`src/rtl/control_sequencer_if.sv`:
```
// Bus-side and control-strobe bundle for the SAP control sequencer.
// The master modport is the sequencer. The slave modport is the datapath/RAM side that consumes its strobes.
interface control_sequencer_if;
  logic       prog_mode;
  logic [7:0] bus_in;
  logic [3:0] operand_out;
  logic [3:0] opcode;
  logic [2:0] step;
  logic       hlt;
  logic       pc_out_n;
  logic       pc_inc;
  logic       pc_jump_n;
  logic       mar_in_n;
  logic       ram_out_n;
  logic       ram_in;
  logic       ir_in_n;
  logic       ir_out_n;
  logic       a_in_n;
  logic       a_out_n;
  logic       b_in_n;
  logic       alu_out_n;
  logic       alu_sub;
  logic       out_in_n;

  modport master (
    input  prog_mode, bus_in,
    output operand_out, opcode, step, hlt,
    output pc_out_n, pc_inc, pc_jump_n, mar_in_n, ram_out_n, ram_in,
    output ir_in_n, ir_out_n, a_in_n, a_out_n, b_in_n, alu_out_n, alu_sub, out_in_n
  );

  modport slave (
    output prog_mode, bus_in,
    input  operand_out, opcode, step, hlt,
    input  pc_out_n, pc_inc, pc_jump_n, mar_in_n, ram_out_n, ram_in,
    input  ir_in_n, ir_out_n, a_in_n, a_out_n, b_in_n, alu_out_n, alu_sub, out_in_n
  );
endinterface

```
`src/rtl/control_sequencer.sv`:
```
// SAP-style instruction register and fixed-length microcode step sequencer.
// Controls are decoded combinationally from the registered step and IR.
module control_sequencer #(
  parameter int unsigned STEP_COUNT = 5
) (
  input  logic               clk,
  input  logic               clr_n,
  control_sequencer_if.master cs
);

  typedef enum logic {
    S_RUN,
    S_HALTED
  } state_e;

  typedef enum logic [3:0] {
    OP_NOP = 4'h0,
    OP_LDA = 4'h1,
    OP_ADD = 4'h2,
    OP_SUB = 4'h3,
    OP_STA = 4'h4,
    OP_LDI = 4'h5,
    OP_JMP = 4'h6,
    OP_OUT = 4'hE,
    OP_HLT = 4'hF
  } opcode_e;

  localparam logic [2:0] LAST_STEP = 3'(STEP_COUNT - 1);

  state_e     state_q, state_d;
  logic [2:0] step_q, step_d;
  logic [7:0] ir_q, ir_d;
  logic       run;

  always_ff @(posedge clk) begin
    if (!clr_n) begin
      state_q <= S_RUN;
      step_q  <= '0;
      ir_q    <= '0;
    end else begin
      state_q <= state_d;
      step_q  <= step_d;
      ir_q    <= ir_d;
    end
  end

  always_comb begin
    state_d = state_q;
    step_d  = step_q;
    ir_d    = ir_q;
    if (!cs.prog_mode) begin
      state_d = S_RUN;
      step_d  = '0;
      ir_d    = '0;
    end else if (state_q == S_RUN) begin
      if (step_q == 3'd1) ir_d = cs.bus_in;
      // HLT freezes on T2 instead of advancing, so step reads back as 2 while halted
      if (step_q == 3'd2 && ir_q[7:4] == OP_HLT) begin
        state_d = S_HALTED;
      end else begin
        step_d = (step_q == LAST_STEP) ? '0 : step_q + 3'd1;
      end
    end
  end

  assign run            = cs.prog_mode && (state_q == S_RUN);
  assign cs.operand_out = ir_q[3:0];
  assign cs.opcode      = ir_q[7:4];
  assign cs.step        = step_q;

  always_comb begin
    cs.hlt       = (state_q == S_HALTED);
    cs.pc_out_n  = 1'b1;
    cs.pc_inc    = 1'b0;
    cs.pc_jump_n = 1'b1;
    cs.mar_in_n  = 1'b1;
    cs.ram_out_n = 1'b1;
    cs.ram_in    = 1'b0;
    cs.ir_in_n   = 1'b1;
    cs.ir_out_n  = 1'b1;
    cs.a_in_n    = 1'b1;
    cs.a_out_n   = 1'b1;
    cs.b_in_n    = 1'b1;
    cs.alu_out_n = 1'b1;
    cs.alu_sub   = 1'b0;
    cs.out_in_n  = 1'b1;
    if (run) begin
      case (step_q)
        3'd0: begin
          cs.pc_out_n = 1'b0;
          cs.mar_in_n = 1'b0;
        end
        3'd1: begin
          cs.ram_out_n = 1'b0;
          cs.ir_in_n   = 1'b0;
          cs.pc_inc    = 1'b1;
        end
        3'd2: begin
          case (ir_q[7:4])
            OP_LDA, OP_ADD, OP_SUB, OP_STA: begin
              cs.ir_out_n = 1'b0;
              cs.mar_in_n = 1'b0;
            end
            OP_LDI: begin
              cs.ir_out_n = 1'b0;
              cs.a_in_n   = 1'b0;
            end
            OP_JMP: begin
              cs.ir_out_n  = 1'b0;
              cs.pc_jump_n = 1'b0;
            end
            OP_OUT: begin
              cs.a_out_n  = 1'b0;
              cs.out_in_n = 1'b0;
            end
            OP_HLT:  cs.hlt = 1'b1;
            default: ;
          endcase
        end
        3'd3: begin
          case (ir_q[7:4])
            OP_LDA: begin
              cs.ram_out_n = 1'b0;
              cs.a_in_n    = 1'b0;
            end
            OP_ADD, OP_SUB: begin
              cs.ram_out_n = 1'b0;
              cs.b_in_n    = 1'b0;
            end
            OP_STA: begin
              cs.a_out_n = 1'b0;
              cs.ram_in  = 1'b1;
            end
            default: ;
          endcase
        end
        3'd4: begin
          if (ir_q[7:4] == OP_ADD || ir_q[7:4] == OP_SUB) begin
            cs.alu_out_n = 1'b0;
            cs.a_in_n    = 1'b0;
            cs.alu_sub   = (ir_q[7:4] == OP_SUB);
          end
        end
        default: ;
      endcase
    end
  end

  a_single_bus_driver: assert property (@(posedge clk) disable iff (!clr_n)
    $countones({~cs.pc_out_n, ~cs.ram_out_n, ~cs.ir_out_n, ~cs.a_out_n, ~cs.alu_out_n}) <= 1);

endmodule

```
`src/flat_wrapper.sv`:
```
// flat-port wrapper written by rule: the top's interface ports become plain ports
module control_sequencer_flat 
#(
  parameter int unsigned STEP_COUNT = 5
)
  (clk, clr_n, cs_prog_mode, cs_bus_in, cs_operand_out, cs_opcode, cs_step, cs_hlt, cs_pc_out_n, cs_pc_inc, cs_pc_jump_n, cs_mar_in_n, cs_ram_out_n, cs_ram_in, cs_ir_in_n, cs_ir_out_n, cs_a_in_n, cs_a_out_n, cs_b_in_n, cs_alu_out_n, cs_alu_sub, cs_out_in_n);
  control_sequencer_if cs_i ();
  input  logic clk;
  input  logic clr_n;
  input wire logic [$bits(cs_i.prog_mode)-1:0] cs_prog_mode;
  input wire logic [$bits(cs_i.bus_in)-1:0] cs_bus_in;
  output wire logic [$bits(cs_i.operand_out)-1:0] cs_operand_out;
  output wire logic [$bits(cs_i.opcode)-1:0] cs_opcode;
  output wire logic [$bits(cs_i.step)-1:0] cs_step;
  output wire logic [$bits(cs_i.hlt)-1:0] cs_hlt;
  output wire logic [$bits(cs_i.pc_out_n)-1:0] cs_pc_out_n;
  output wire logic [$bits(cs_i.pc_inc)-1:0] cs_pc_inc;
  output wire logic [$bits(cs_i.pc_jump_n)-1:0] cs_pc_jump_n;
  output wire logic [$bits(cs_i.mar_in_n)-1:0] cs_mar_in_n;
  output wire logic [$bits(cs_i.ram_out_n)-1:0] cs_ram_out_n;
  output wire logic [$bits(cs_i.ram_in)-1:0] cs_ram_in;
  output wire logic [$bits(cs_i.ir_in_n)-1:0] cs_ir_in_n;
  output wire logic [$bits(cs_i.ir_out_n)-1:0] cs_ir_out_n;
  output wire logic [$bits(cs_i.a_in_n)-1:0] cs_a_in_n;
  output wire logic [$bits(cs_i.a_out_n)-1:0] cs_a_out_n;
  output wire logic [$bits(cs_i.b_in_n)-1:0] cs_b_in_n;
  output wire logic [$bits(cs_i.alu_out_n)-1:0] cs_alu_out_n;
  output wire logic [$bits(cs_i.alu_sub)-1:0] cs_alu_sub;
  output wire logic [$bits(cs_i.out_in_n)-1:0] cs_out_in_n;
  assign cs_i.prog_mode = cs_prog_mode;
  assign cs_i.bus_in = cs_bus_in;
  assign cs_operand_out = cs_i.operand_out;
  assign cs_opcode = cs_i.opcode;
  assign cs_step = cs_i.step;
  assign cs_hlt = cs_i.hlt;
  assign cs_pc_out_n = cs_i.pc_out_n;
  assign cs_pc_inc = cs_i.pc_inc;
  assign cs_pc_jump_n = cs_i.pc_jump_n;
  assign cs_mar_in_n = cs_i.mar_in_n;
  assign cs_ram_out_n = cs_i.ram_out_n;
  assign cs_ram_in = cs_i.ram_in;
  assign cs_ir_in_n = cs_i.ir_in_n;
  assign cs_ir_out_n = cs_i.ir_out_n;
  assign cs_a_in_n = cs_i.a_in_n;
  assign cs_a_out_n = cs_i.a_out_n;
  assign cs_b_in_n = cs_i.b_in_n;
  assign cs_alu_out_n = cs_i.alu_out_n;
  assign cs_alu_sub = cs_i.alu_sub;
  assign cs_out_in_n = cs_i.out_in_n;
  control_sequencer #(.STEP_COUNT(STEP_COUNT)) u_core (.clk(clk), .clr_n(clr_n), .cs(cs_i));
endmodule
```
`config.mk`:
```
export PLATFORM = sky130hd
export DESIGN_NAME = control_sequencer_flat
export DESIGN_NICKNAME = d
export VERILOG_FILES = /design/src/rtl/control_sequencer_if.sv /design/src/rtl/control_sequencer.sv /design/src/flat_wrapper.sv
export SDC_FILE = /design/constraint.sdc
export NUM_CORES = 1
export LEC_CHECK = 0
export BUFFER_PORTS_ARGS = -buffer_cell sky130_fd_sc_hd__clkbuf_2
export CORE_MARGIN = 5
export CORE_UTILIZATION = 35
export CTS_BUF_LIST = sky130_fd_sc_hd__clkbuf_2 sky130_fd_sc_hd__clkbuf_4 sky130_fd_sc_hd__clkbuf_8
export CTS_CLUSTER_SIZE = 14
export DETAILED_ROUTE_END_ITERATION = 8
export PLACE_DENSITY_LB_ADDON = 0.2
export SETUP_SLACK_MARGIN = 0.5
export SLEW_MARGIN = 20
export SYNTH_ARGS = -nofsm -noshare
export SYNTH_HDL_FRONTEND = slang
export SYNTH_SLANG_ARGS = --single-unit
```
`constraint.sdc`:
```
create_clock -name clk -period 2.1 [get_ports clk]
set_input_delay 0.42 -clock clk [delete_from_list [all_inputs] [get_ports clk]]
set_output_delay 0.42 -clock clk [all_outputs]
set_load 0.005 [all_outputs]
```
Word level (Yosys, flattened, before mapping). Index checks and enable logic that the tools add are counted.

Bitwise gates (word level): 2. $add $sub $neg: 1. Eq/ne operators: 12. Muxes and demuxes: 46. Reductions and logical operators: 11.

Operators with widths (count): $mux W1 (41); $eq A4 B3 Y1 const B (3); $eq A4 B2 Y1 const B (2); $eq A4 B4 Y1 const B (2); $eq A3 B2 Y1 const B (2); $pmux W1 S2 (3); $reduce_and A2 Y1 (3); $reduce_or A6 Y1 (1); $eq A4 B1 Y1 const B (1); $reduce_or A4 Y1 (1); $add A3 B1 Y3 const B (1); $eq A3 B1 Y1 const B (1); $eq A3 B3 Y1 const B (1); $logic_not A3 Y1 (1); $mux W3 (1); $pmux W1 S3 (1); $reduce_or A3 Y1 (1); $logic_and A1 B1 Y1 (2); $not A1 Y1 (2); $reduce_or A2 Y1 (1); $logic_or A1 B1 Y1 (1).

Logic and storage cells: 75. Register bits: 12.

Depth between registers and ports, before layout.
Word-level depth: 5. Depth in mapped cells: 6. Mapped depth without buffers: 5.

Worst setup path after synthesis. OpenSTA, ideal clock, no wires.

Path kind: reg-to-output. From: register u_core.step_q[0] (netlist: u_core.cs.step[0]). To: output port cs_ir_out_n. Path slack: 360 ps. Stages on the path, launching flop included: 6. Data required time: 1680 ps. Buffers on the path: 0. Arrival: 1320 ps. Cells stage by stage: dfxtp_1 > inv_1 > ha_1 > nor2b_2 > nand2_1 > or4_1.

Cells in the longest elaborated chain, start to end: 3.

RTL lines: start: declaration (line control_sequencer.sv:31) `logic [2:0] step_q, step_d;`; start signal: assignment (line control_sequencer.sv:42) `step_q <= step_d;`; $eq A3 B2 Y1 (line control_sequencer.sv:88) `case (step_q)`; $mux W1 (line control_sequencer.sv:88); $mux W1 (line control_sequencer.sv:87) `if (run) begin`; end: declaration (line flat_wrapper.sv:23) `output wire logic [$bits(cs_i.ir_out_n)-1:0] cs_ir_out_n;`.

No other way between the ends.

Final worst setup path. Same ends and word-level chain as after synthesis.

==> metrics <==
outcome=finished clean; Tmin final=a little under 2 ns; Worst EP arrival=1.55 ns; initial antenna violation count=0; clk slew on worst S/H paths=~0.080 ns; first-pass GRT wire length=3.43 mm; Vias/cell=roughly 4.8; wire length on met3=roughly 140 um; worst-skew pair later-pin latency=about 0.27 ns; Die Width=58.5 um; via count of the routed design=between 800 and 900; syn avg cell area=between 8 and 9 um2; startpoint class of the critical path=register; largest net degree at the start of global routing=15; Starting DRT DRC Count=6; Worst Path Required=roughly 1.7 ns; Pwr Total=roughly 0.51 mW; TritonCTS Buffers=3; core area=~0.0022 mm2; Worst Hold Class=in -> reg; WL per Instance=between 10 and 15 um; FP Rows=17; # nets final=between 150 and 200; Die Ht=58.5 um; Yosys reg bits=12; Die Area=between 0.003 and 0.004 mm2; vias in the first global route=just under 800; final hold vios=0; Mapped Cells=between 90 and 100; dpl ws=between 0.2 and 0.3 ns; antenna cell count=0; final global-route overflow total=0; setup_tns=0 ns; Max-cap violations=0; CTS root buf=clkbuf_4; Final Max Slew Viols=0; leak pwr=~0.6 nW; Initial Utilization=36.9%; WL met2=1.02 mm; R2R depth=7; endpoints failing setup=0; DP Area=between 0.001 and 0.0015 mm2; CP endpoint kind=output pin; DRT Pass-1 Iters=4; sequential share of the synthesized area=29.1%; PnR worst setup slack=around 0.13 ns; worst clock skew=between 0.002 and 0.0025 ns; DRC viols=0; Total GRT Usage=between 10% and 20%; Synth area leaders=dfxtp_1 (29%), mux2i_1 (12%), ha_1 (7.6%), nor2_1 (6.4%), nand2_1 (4.1%); top sig layer=met3; H-tree levels=1; Yosys top cell by area=dfxtp_1; Max clock buf depth=2; CTS Hold Bufs=0; Synth cell types=33; layout cells sized above 1=a little over half; post-synth net total=roughly 110; TritonCTS clock tree=done; Final period util=between 90% and 100%; Crit Path Class=reg -> out; HPWL after DPL=1.60 mm; number of flops mapped to enable cells by yosys=0; clock sinks=12; ys async rst share=0%; Metal-1 WL=approximately 1.0 mm; design area=0.00123 mm2; hold path depth=3; worst-margin pin slew=0.420 ns; Yosys top cell area share=between 20% and 30%; Post-DRT Antenna Nets=0; Max IR drop VDD=0.464 mV; CP max FO=3; Rel. slew slack=a little under three quarters; IO Pins=37; Post-Syn Area=825 um2; ys flop type=dfxtp_1; Layout area overhead=49.2%; gpl congestion=around 0.74; WL final=2.20 mm; RSZ-0062 raised after global routing=yes; Ys Warns=0; # port buffers=36; PwrDens=slightly above 400 mW/mm2; Max Fclk=about 500 MHz
[worst paths after layout]
kind	start	end	slack [ns]
worst min-delay path	cs_bus_in[4]	u_core.ir_q[4]	0.39
worst max-delay path	u_core.cs.step[0]	cs_ir_out_n	0.13
worst max register to register	u_core.cs.step[0]	u_core.ir_q[3]	0.57
worst min register to register	u_core.ir_q[2]	u_core.ir_q[2]	0.51
[critical path, cell delays in order (launching register included)]
cell      delay, ns
dfxtp_4        0.36
inv_4          0.07
ha_4           0.13
nor2b_4        0.15
nand2_1        0.05
or4_1          0.40
clkbuf_2       0.13
[per-layer routing]
layer	vias to the layer above	global-route usage, %
met3	0	2.85
met1	361	17.0
li1	433	-
met4	0	1.99
met2	27	20.4
met5	-	0
[cell families (layout without fill, tap and decap cells)]
family / after synthesis / after routing / share of synthesized area [%]
AOI/OAI and AO/OA: 11 / 11 / 9.56
and+or+nand+nor: 49 / 49 / 33.7
adders and majority gates: 5 / 5 / 7.59
buffers and inverters: 11 / 55 / 7.89
muxes: 10 / 10 / 12.1
DFF: 12 / 12 / 29.1
[power breakdown]
group | switching, mW | internal [mW] | total (mW)
clock | 0.0774 | 0.105 | 0.183
combinational | 0.0407 | 0.0470 | 0.0877
sequential | 0.00881 | 0.228 | 0.237
total | 0.127 | 0.381 | 0.507
[cell usage after synthesis, types with 2 or more instances]
| cell | count |
|---|---|
| o21ai_0 | 3 |
| nand2_1 | 9 |
| ha_1 | 5 |
| nand3_1 | 4 |
| nor2_1 | 14 |
| and3_1 | 5 |
| nand4_1 | 2 |
| nor3b_1 | 2 |
| inv_1 | 5 |
| and2_1 | 2 |
| mux2i_1 | 10 |
| buf_4 | 2 |
| nor2b_2 | 2 |
| dfxtp_1 | 12 |
| o41ai_1 | 2 |
| buf_6 | 2 |
[what timing repair did]
| action | in CTS | in global routing |
|---|---|---|
| setup buffers | 7 | 1 |
| cloned | 0 | 0 |
| endpoints found under the setup margin | 15 | 15 |
| pin swaps | 3 | 2 |
| resized for setup | 25 | 9 |
[flip-flops by register name, indices dropped and copies added, names as in the netlist]
register and cells:
u_core.cs.step 3, u_core.state_q 1, u_core.ir_q 8
[cells in the final DEF, fill, tap and decap left out]
master	n
o21ai_0	1
o41ai_1	2
buf_6	1
clkbuf_8	1
buf_2	4
buf_4	9
nand4b_1	1
nor4bb_4	1
dfxtp_2	3
dfxtp_4	5
clkbuf_4	3
or3b_1	1
nor2b_4	2
mux2i_1	10
o21ba_2	1
and3b_1	1
dfxtp_1	4
nand4b_4	1
inv_4	1
nor3b_2	3
a21o_1	1
o22ai_1	1
o211a_1	1
nor3_1	1
o31ai_1	1
nand2_1	8
nand4_1	2
ha_2	2
nand3_1	4
clkbuf_2	32
and2_1	2
ha_4	3
nand2_2	1
o21ai_1	3
nor2b_1	1
and3_1	5
or4_1	1
inv_1	4
nor2_1	13
nor2_4	1
[per-stage QoR]
stage / cells / utilization (%) / hold WS (ns)
after floorplan: 98 / - / 0.475
after global placement: 158 / 46.1 / 0.474
after detailed placement: 158 / 46.1 / 0.487
after CTS: 169 / 53.9 / 0.381
after global routing: 170 / 55.1 / 0.393
final: 170 / 55.1 / 0.387
[layout make-up]
cell class                 instances  area [um2]
tap                               28        35.0
clock buffer                       4        36.3
fill                             225        1000
sequential                        12         263
timing repair buffer              46         259
multi-input combinational         75         616
inverter                           5        21.3
(Power assumes the default switching activity.)
